<file path="config.mk">
export PLATFORM = sky130hd
export DESIGN_NAME = hist_peak_finder
export DESIGN_NICKNAME = d
export VERILOG_FILES = /design/src/rtl/hist_peak_finder_pkg.sv /design/src/rtl/hist_peak_finder_tracker.sv /design/src/rtl/hist_peak_finder.sv
export SDC_FILE = /design/constraint.sdc
export NUM_CORES = 1
export LEC_CHECK = 0
export ABC_AREA = 1
export BUFFER_PORTS_ARGS = -buffer_cell sky130_fd_sc_hd__clkbuf_2
export CELL_PAD_IN_SITES_DETAIL_PLACEMENT = 1
export CELL_PAD_IN_SITES_GLOBAL_PLACEMENT = 1
export CORE_MARGIN = 1.5
export CORE_UTILIZATION = 37
export CTS_BUF_LIST = sky130_fd_sc_hd__clkbuf_4 sky130_fd_sc_hd__clkbuf_8 sky130_fd_sc_hd__clkbuf_16
export DETAILED_ROUTE_END_ITERATION = 10
export GPL_TIMING_DRIVEN = 0
export HOLD_SLACK_MARGIN = 0.03
export PLACE_DENSITY_LB_ADDON = 0.3
export SYNTH_ARGS = -nofsm -noshare
export SYNTH_HDL_FRONTEND = slang
export SYNTH_SLANG_ARGS = --single-unit
</file>
<file path="constraint.sdc">
create_clock -name clk -period 2.28 [get_ports clk]
set_clock_uncertainty 0.05 [all_clocks]
set_input_delay 0.228 -clock clk [delete_from_list [all_inputs] [get_ports clk]]
set_output_delay 0.228 -clock clk [all_outputs]
set_load 0.005 [all_outputs]
</file>
<file path="src/rtl/hist_peak_finder_pkg.sv">
// Shared definitions for the histogram peak finder: FSM states, parameter defaults, histogram selects.
// Latency: n/a (types and constants only).
// Backpressure: n/a.
package hist_peak_finder_pkg;

  localparam int NB_DEF        = 6;
  localparam int NOC_W_DEF     = 21;
  localparam int PIXEL_NUM_DEF = 16;
  localparam int MIN_COUNT_DEF = 1;

  // hist_sel encodings
  localparam logic HIST_CH = 1'b0;
  localparam logic HIST_FH = 1'b1;

  typedef enum logic [1:0] {
    ST_IDLE    = 2'd0,
    ST_SCAN_CH = 2'd1,
    ST_SCAN_FH = 2'd2,
    ST_DONE    = 2'd3
  } state_t;

endpackage

</file>
<file path="src/rtl/hist_peak_finder_tracker.sv">
// Running argmax over a stream of bins; earliest arrival wins ties.
// Latency: maxNoc/maxAddr already include the bin presented this cycle (combinational look-ahead).
// Backpressure: none; every load_first/update cycle is consumed.
module peak_tracker
  import hist_peak_finder_pkg::*;
#(
  parameter int NB    = NB_DEF,
  parameter int NOC_W = NOC_W_DEF
) (
  input  logic             clk,
  input  logic             reset,
  input  logic             load_first,
  input  logic             update,
  input  logic [NB-1:0]    bin_addr,
  input  logic [NOC_W-1:0] bin_noc,
  output logic [NOC_W-1:0] maxNoc,
  output logic [NB-1:0]    maxAddr
);

  logic [NOC_W-1:0] runMax;
  logic [NB-1:0]    runAddr;

  // Best-so-far including the current bin: first bin loads, later bins replace only on a strictly larger count
  always_comb begin
    maxNoc  = runMax;
    maxAddr = runAddr;
    if (load_first) begin
      maxNoc  = bin_noc;
      maxAddr = bin_addr;
    end else if (update && (bin_noc > runMax)) begin
      maxNoc  = bin_noc;
      maxAddr = bin_addr;
    end
  end

  // Hold the running max between bins
  always_ff @(posedge clk or negedge reset) begin
    if (!reset) begin
      runMax  <= '0;
      runAddr <= '0;
    end else begin
      runMax  <= maxNoc;
      runAddr <= maxAddr;
    end
  end

endmodule

</file>
<file path="src/rtl/hist_peak_finder.sv">
// Per-pixel argmax over a coarse then a fine histogram; one result record per pixel.
// Latency: peak_valid pulses 1 cycle after the last fine bin is accepted; next pixel may start 2 cycles after it.
// Backpressure: none; out-of-order bins are dropped and flagged on sticky proto_err.
module hist_peak_finder
  import hist_peak_finder_pkg::*;
#(
  parameter int NB        = NB_DEF,
  parameter int NOC_W     = NOC_W_DEF,
  parameter int PIXEL_NUM = PIXEL_NUM_DEF,
  parameter int MIN_COUNT = MIN_COUNT_DEF
) (
  input  logic                         clk,
  input  logic                         reset,
  input  logic                         bin_valid,
  input  logic [NB-1:0]                bin_addr,
  input  logic [NOC_W-1:0]             bin_noc,
  input  logic                         hist_sel,
  input  logic                         bin_last,
  output logic                         busy,
  output logic                         peak_valid,
  output logic [NB-1:0]                peak_ch,
  output logic [NB-1:0]                peak_fh,
  output logic [NOC_W-1:0]             peak_max,
  output logic                         peak_hit,
  output logic [$clog2(PIXEL_NUM)-1:0] pixel_idx,
  output logic                         proto_err
);

  localparam int IDX_W = $clog2(PIXEL_NUM);

  state_t           state;
  state_t           nextState;
  logic             isCh;
  logic             isFh;
  logic             trkLoad;
  logic             trkUpd;
  logic             chDone;
  logic             fhDone;
  logic             binErr;
  logic             fhFirst;
  logic [NB-1:0]    chPeak;
  logic [IDX_W-1:0] pixCnt;
  logic [NOC_W-1:0] trkMax;
  logic [NB-1:0]    trkAddr;

  assign isCh = bin_valid && (hist_sel == HIST_CH);
  assign isFh = bin_valid && (hist_sel == HIST_FH);

  // One tracker serves both passes since the coarse and fine scans never overlap
  peak_tracker #(
    .NB    (NB),
    .NOC_W (NOC_W)
  ) uTracker (
    .clk        (clk),
    .reset      (reset),
    .load_first (trkLoad),
    .update     (trkUpd),
    .bin_addr   (bin_addr),
    .bin_noc    (bin_noc),
    .maxNoc     (trkMax),
    .maxAddr    (trkAddr)
  );

  // State register
  always_ff @(posedge clk or negedge reset) begin
    if (!reset) begin
      state <= ST_IDLE;
    end else begin
      state <= nextState;
    end
  end

  // Next-state: a single-bin coarse histogram goes straight from IDLE to the fine scan
  always_comb begin
    nextState = state;
    case (state)
      ST_IDLE:    if (isCh) nextState = bin_last ? ST_SCAN_FH : ST_SCAN_CH;
      ST_SCAN_CH: if (isCh && bin_last) nextState = ST_SCAN_FH;
      ST_SCAN_FH: if (isFh && bin_last) nextState = ST_DONE;
      ST_DONE:    nextState = ST_IDLE;
      default:    nextState = ST_IDLE;
    endcase
  end

  // Output/control decode: tracker strobes, pass completion and protocol errors per state
  always_comb begin
    busy       = (state != ST_IDLE);
    peak_valid = (state == ST_DONE);
    trkLoad    = 1'b0;
    trkUpd     = 1'b0;
    chDone     = 1'b0;
    fhDone     = 1'b0;
    binErr     = 1'b0;
    case (state)
      ST_IDLE: begin
        trkLoad = isCh;
        chDone  = isCh && bin_last;
        binErr  = isFh;
      end
      ST_SCAN_CH: begin
        trkUpd = isCh;
        chDone = isCh && bin_last;
        binErr = isFh;
      end
      ST_SCAN_FH: begin
        trkLoad = isFh && fhFirst;
        trkUpd  = isFh && !fhFirst;
        fhDone  = isFh && bin_last;
        binErr  = isCh;
      end
      ST_DONE: begin
        binErr = bin_valid;
      end
      default: ;
    endcase
  end

  // Result registers: coarse peak is parked internally so published fields only change at the DONE boundary
  always_ff @(posedge clk or negedge reset) begin
    if (!reset) begin
      fhFirst   <= 1'b0;
      chPeak    <= '0;
      pixCnt    <= '0;
      peak_ch   <= '0;
      peak_fh   <= '0;
      peak_max  <= '0;
      peak_hit  <= 1'b0;
      pixel_idx <= '0;
      proto_err <= 1'b0;
    end else begin
      if (binErr) proto_err <= 1'b1;
      if (chDone) begin
        chPeak  <= trkAddr;
        fhFirst <= 1'b1;
      end else if ((state == ST_SCAN_FH) && trkLoad) begin
        fhFirst <= 1'b0;
      end
      if (fhDone) begin
        peak_ch   <= chPeak;
        peak_fh   <= trkAddr;
        peak_max  <= trkMax;
        peak_hit  <= (trkMax >= NOC_W'(MIN_COUNT));
        pixel_idx <= pixCnt;
      end
      if (state == ST_DONE) begin
        pixCnt <= (pixCnt == IDX_W'(PIXEL_NUM - 1)) ? '0 : pixCnt + 1'b1;
      end
    end
  end

endmodule

</file>
# Word level (Yosys, flattened, before mapping)
# Index checks and enable logic that the tools add are counted.
# totals
ff_bits	79
latch_bits	0
mem_bits_rw	0
mem_bits_ro	0
output_inout_bits	41
word_cells	54
n_memories	0
# classes
add_sub_neg	1
n_mul	0
n_div	0
magnitude_cmp	2
n_eq_ne	7
n_shift	0
n_mux	17
bitwise	1
reduce_logical	14
# op_table
cell	count
2-to-1 mux 21 bit	2
>= comparator 21 x 1 -> 1 bit, second input constant	1
> comparator 21 bit	1
2-to-1 mux 6 bit	2
logical AND 1 bit	8
2-to-1 mux 2 bit	4
one-hot mux 2 bit (4 select lines)	1
!= test 2 bit, second input constant	3
adder 4 x 1 -> 4 bit, second input constant	1
== test 2 bit, second input constant	2
== test 4 bit, second input constant	1
2-to-1 mux 1 bit	4
2-to-1 mux 4 bit	1
one-hot mux 1 bit (2 select lines)	2
nonzero test 2 bit	2
one-hot mux 1 bit (3 select lines)	1
AND reduction 3 bit	1
== test 2 x 1 -> 1 bit, second input constant	1
zero test 2 bit	1
OR reduction 2 bit	1
zero test 1 bit	1
NOT 1 bit	1

# Longest topological paths before layout
# depth
ltp_word	7
mapped_depth	21

# Cells and area by module
# Synthesis repeated with hierarchy kept, for this count alone.
# hier_totals
hier_cells	487
hier_area_um2	3948.8
# modules_own_cells
module	instances	cells_each	area_per_inst_um2	seq_area_each_um2
hist_peak_finder	1	267	2232.1	1301.2
peak_tracker	1	220	1716.6	675.6

# Worst setup path before layout
# OpenSTA, ideal clock, no wires.
# synth_path
path_type	reg2reg
from	register uTracker.runMax[8]
to	register peak_hit
arrival_ns	1.949
setup_slack_ns	0.163
path_stages_with_launch	19
period_less_slack_ns	2.117
cell_sequence	dfrtp_1 > inv_1 > ha_1 > nand2_1 > nor2_1 > nand2_2 > nor3_2 > nor2_2 > nand2_4 > nand2_4 > buf_6 > nand2_4 > nand2_4 > nor2_2 > nand2_1 > nor2_1 > nand2_1 > nor2_1 > nor2_1
# synth_via
elab_chain_len	5
# synth_lines
element	line	text
from (decl)	hist_peak_finder_tracker.sv:20	logic [NOC_W-1:0] runMax;
from (signal assigned)	hist_peak_finder_tracker.sv:42	runMax <= maxNoc;
> comparator 21 bit	hist_peak_finder_tracker.sv:30	end else if (update && (bin_noc > runMax)) begin
logical AND 1 bit	hist_peak_finder_tracker.sv:30	
2-to-1 mux 21 bit	hist_peak_finder_tracker.sv:30	
2-to-1 mux 21 bit	hist_peak_finder_tracker.sv:27	if (load_first) begin
named net trkMax[17]	hist_peak_finder.sv:43	logic [NOC_W-1:0] trkMax;
>= comparator 21 x 1 -> 1 bit	hist_peak_finder.sv:142	peak_hit <= (trkMax >= NOC_W'(MIN_COUNT));
to (signal assigned)	hist_peak_finder.sv:142	
to (decl)	hist_peak_finder.sv:24	output logic peak_hit,
# The timed path passes the listed nets, and every way through them passes these cells.
# A chain may end at the register's enable or synchronous reset.

# Worst setup path after layout
# layout_path
from	register uTracker.runMax[18]
to	register peak_hit
# layout_via
elab_chain_len	5
# layout_lines
element	line
> comparator 21 bit	hist_peak_finder_tracker.sv:30
logical AND 1 bit	hist_peak_finder_tracker.sv:30
2-to-1 mux 21 bit (*)	hist_peak_finder_tracker.sv:30
2-to-1 mux 21 bit (*)	hist_peak_finder_tracker.sv:27
>= comparator 21 x 1 -> 1 bit (*)	hist_peak_finder.sv:142
# Every way passes the cells marked *; elsewhere a longest branch is shown, timed or not.

==> flow_summary.rst <==
.. list-table::
   :header-rows: 1

   * - Metric
     - Value
   * - Max cap viols
     - 0
   * - Post-Syn Area per Cell
     - 8.46 um2
   * - Via count
     - 3432
   * - Number of hold violations in the final report
     - 0
   * - Area of all placed cells without fillers
     - 5120 um2
   * - Inserted Clock Buffers
     - 9
   * - Filler-free cell count of the finished design
     - 707
   * - Final worst hold slack
     - 0.0624 ns
   * - Setup TNS
     - -0.218 ns
   * - Via count normalized by instance count
     - 4.85
   * - Tightest slew margin relative to the limit
     - 62.1%
   * - Number of violations reported at the end of detailed-routing iteration 0
     - 98
   * - Endpoint of the most critical register-to-register path
     - peak_hit
   * - Starting density of the core
     - 38.5%
   * - Number of nets still failing antenna checks after routing
     - 0
   * - Final-report max-slew violation count
     - 0
   * - Floorplan Core Area
     - 10400 um2
   * - Unrepaired setup endpoints after global routing
     - yes
   * - Number of warnings issued by yosys
     - 0
   * - Width of the die
     - 107 um
   * - Data required time of the worst path
     - 2.49 ns
   * - DRC viols
     - 0
   * - Total of buffers placed on input and output ports
     - 72
   * - Area Overhead vs Synth
     - 27.6%
   * - Clock tree from TritonCTS
     - built
   * - Worst Min Path Start
     - bin_valid
   * - Register-to-Register Path Depth
     - 16
   * - Filler Cell Count
     - 1270
   * - Pwr Density
     - 1290 nW/um2
   * - RR Startpoint
     - uTracker.runMax[18]
   * - Startpoint of the worst setup timing path
     - uTracker.runMax[18]
   * - Commonest cells after routing, fill and taps aside
     - sky130_fd_sc_hd__nand2_1 (110), sky130_fd_sc_hd__dfrtp_1 (79), sky130_fd_sc_hd__inv_1 (77)
   * - NumNets Final
     - 625
   * - Global-route wire length before repair
     - 18000 um
   * - Final routed wirelength across all metal layers
     - 11200 um
   * - Antenna violations before repair
     - 0
   * - Vias in the first global route
     - 3745
   * - H-Tree Depth
     - 3
   * - Worst-case hold path end point
     - proto_err
   * - Final setup margin
     - -0.218 ns
   * - Dpl hpwl
     - 7980 um
   * - Synthesized Nets
     - 532
   * - Root buf cell
     - sky130_fd_sc_hd__clkbuf_8
   * - Syn Inst Count
     - 474
   * - Flop-to-flop setup slack
     - -0.22 ns
   * - GRT Util Overall
     - 20.5%
   * - Clock edge transition at the registers on the reported setup and hold paths
     - 0.09 ns
   * - Fmax
     - 400 MHz
   * - Minimum clock period
     - 2.50 ns
   * - HP Class
     - in2reg
   * - First-pass iteration count of the detailed router
     - 4
   * - Kind of critical path
     - reg2reg
   * - Transition time of the tightest slew-check pin
     - 0.568 ns
   * - Arr. time, crit path
     - 2.70 ns
   * - Number of distinct library cells after synthesis
     - 30
   * - Post-route met1 wirelength
     - 4760 um
   * - Die Area
     - 11500 um2
   * - Overall overflow remaining after global route
     - 0
   * - Status
     - finished with violations
   * - TritonCTS Sinks
     - 79
   * - Instance area at placement
     - 4570 um2
   * - Antenna cells
     - 0
   * - Mean routed wirelength per cell
     - 15.8 um
   * - Share of post-route cells with drive strength above 1
     - 30.6%
   * - Detailed-routed wire length on met3
     - 460 um
   * - Critical-path maximum fanout
     - 6
   * - Most common library cell in the layout ignoring fill and taps
     - sky130_fd_sc_hd__nand2_1
   * - Peak VDD IR
     - 448 uV
   * - Failing checks
     - setup timing
   * - Weighted congestion reported at the end of routability-driven placement
     - 0.780
   * - Post-synthesis instance area
     - 4010 um2
   * - Part of the cycle the worst path needs
     - 110%
   * - Top layer reached by signal wires
     - met4
   * - Nature of the critical path endpoint
     - register
   * - Die span in y
     - 107 um
   * - Synth Register Bits
     - 79
   * - Setup violators final
     - 1
   * - Number of placement rows
     - 37
   * - Number of placed instances with taps included
     - 683
   * - Clock latency reported for the late side of the worst-skew pair
     - 0.36 ns
   * - Hold path cells
     - 2
   * - Amount of wire on met2 after detailed routing
     - 5820 um
   * - Leakage power summed over all cells
     - 2.71 nW
   * - Startpoint type of the worst setup path
     - register
   * - Proportion of synthesized chip area in sequential cells
     - 49.3%
   * - CTS Buffer Depth
     - 2
   * - Num ports
     - 73
   * - Pin count of the biggest net entering global routing
     - 63
-- routing by layer --
layer  vias up  GRT usage (%)
met4         0           5.33
met3        12           4.74
met1      1685           24.3
met5         -              0
li1       1664              -
met2        71           37.1
-- power breakdown --
group          switching [mW]  leakage (nW)  internal (mW)
clock                   0.552        0.0961          0.508
combinational            1.78          1.67           1.30
sequential              0.400         0.947           2.06
total                    2.74          2.71           3.86
-- layout make-up --
type                            count  area [um2]  area share, %
Clock inverter                      6        68.8           1.34
Timing Repair Buffer               82         495           9.68
Clock buffer                        9         124           2.42
Multi-Input combinational cell    298        1850           36.2
Inverter                           82         308           6.01
Tap cell                          136         170           3.32
Buffer                             15         123           2.40
Sequential cell                    79        1980           38.6
-- flip-flops by register name, indices dropped and copies added (netlist names) --
| signal | count |
|---|---|
| fhFirst | 1 |
| chPeak | 6 |
| pixCnt | 4 |
| state | 2 |
| uTracker.runAddr | 6 |
| uTracker.runMax | 21 |
| peak_fh | 6 |
| proto_err | 1 |
| peak_max | 21 |
| pixel_idx | 4 |
| peak_ch | 6 |
| peak_hit | 1 |
-- cells by family (layout without fill, tap and decap cells) --
kind of cell	count (synthesis)	after routing	share of synthesized area (%)
AOI/OAI and AO/OA	74	74	10.3
DFF	79	79	49.3
buffers and inverters	97	194	9.79
and+or+nand+nor	198	198	22.5
adders and majority gates	26	26	8.11
-- metrics by stage --
stage	total power [mW]	util, %	setup slack (ns)
floorplan	4.05	-	0.163
global placement	4.90	43.6	-0.382
detailed placement	5.07	43.9	-0.425
CTS	6.32	47.0	-0.190
global route	7.17	49.1	-0.380
finish	6.60	49.1	-0.218
-- how the worst max path moves through the flow --
stage | to | slack, ns
floorplan | peak_hit | 0.16
global placement | peak_hit | -0.38
detailed placement | peak_hit | -0.42
CTS | peak_hit | -0.19
global route | peak_hit | -0.38
finish | peak_hit | -0.22
-- cells in the mapped netlist (all sizes together) --
library cell	count	share of area (%)
a31oi	8	1.2
nor2	28	3.1
nor3	1	0.25
nand2	142	16
o31ai	1	0.31
o211ai	2	0.37
a22oi	1	0.31
a21o	2	0.37
inv	81	7.6
clkinv	1	0.093
dfrtp	79	49
nand4	2	0.31
a21oi	9	1.1
buf	7	1.4
nand3	24	3.1
clkbuf	8	0.75
nand3b	1	0.19
o21ai	51	6.6
ha	26	8.1
-- worst max-delay path, cell delays in order (launching register included) --
cell and delay (ns):
sky130_fd_sc_hd__dfrtp_1 0.39, sky130_fd_sc_hd__inv_2 0.06, sky130_fd_sc_hd__ha_4 0.28, sky130_fd_sc_hd__nand2_4 0.05, sky130_fd_sc_hd__nor2_4 0.13, sky130_fd_sc_hd__nand3_2 0.08
sky130_fd_sc_hd__nor3_2 0.20, sky130_fd_sc_hd__nor2_2 0.07, sky130_fd_sc_hd__nand2_4 0.13, sky130_fd_sc_hd__nand2_8 0.10, sky130_fd_sc_hd__clkbuf_16 0.18, sky130_fd_sc_hd__o21ai_4 0.20
sky130_fd_sc_hd__nand2_2 0.10, sky130_fd_sc_hd__nor2_4 0.12, sky130_fd_sc_hd__nand3_2 0.06, sky130_fd_sc_hd__nor2_2 0.14, sky130_fd_sc_hd__nor2_1 0.05
-- what timing repair did --
item                       4_1_cts  5_1_grt
gates resized for setup         22       41
hold endpoints to repair        17        0
gates cloned                     0        2
pin swaps                        7       16
hold buffers                     1        0
setup buffers                    4        2
setup endpoints to repair       30       48
Power figures use the tool's default switching activity.
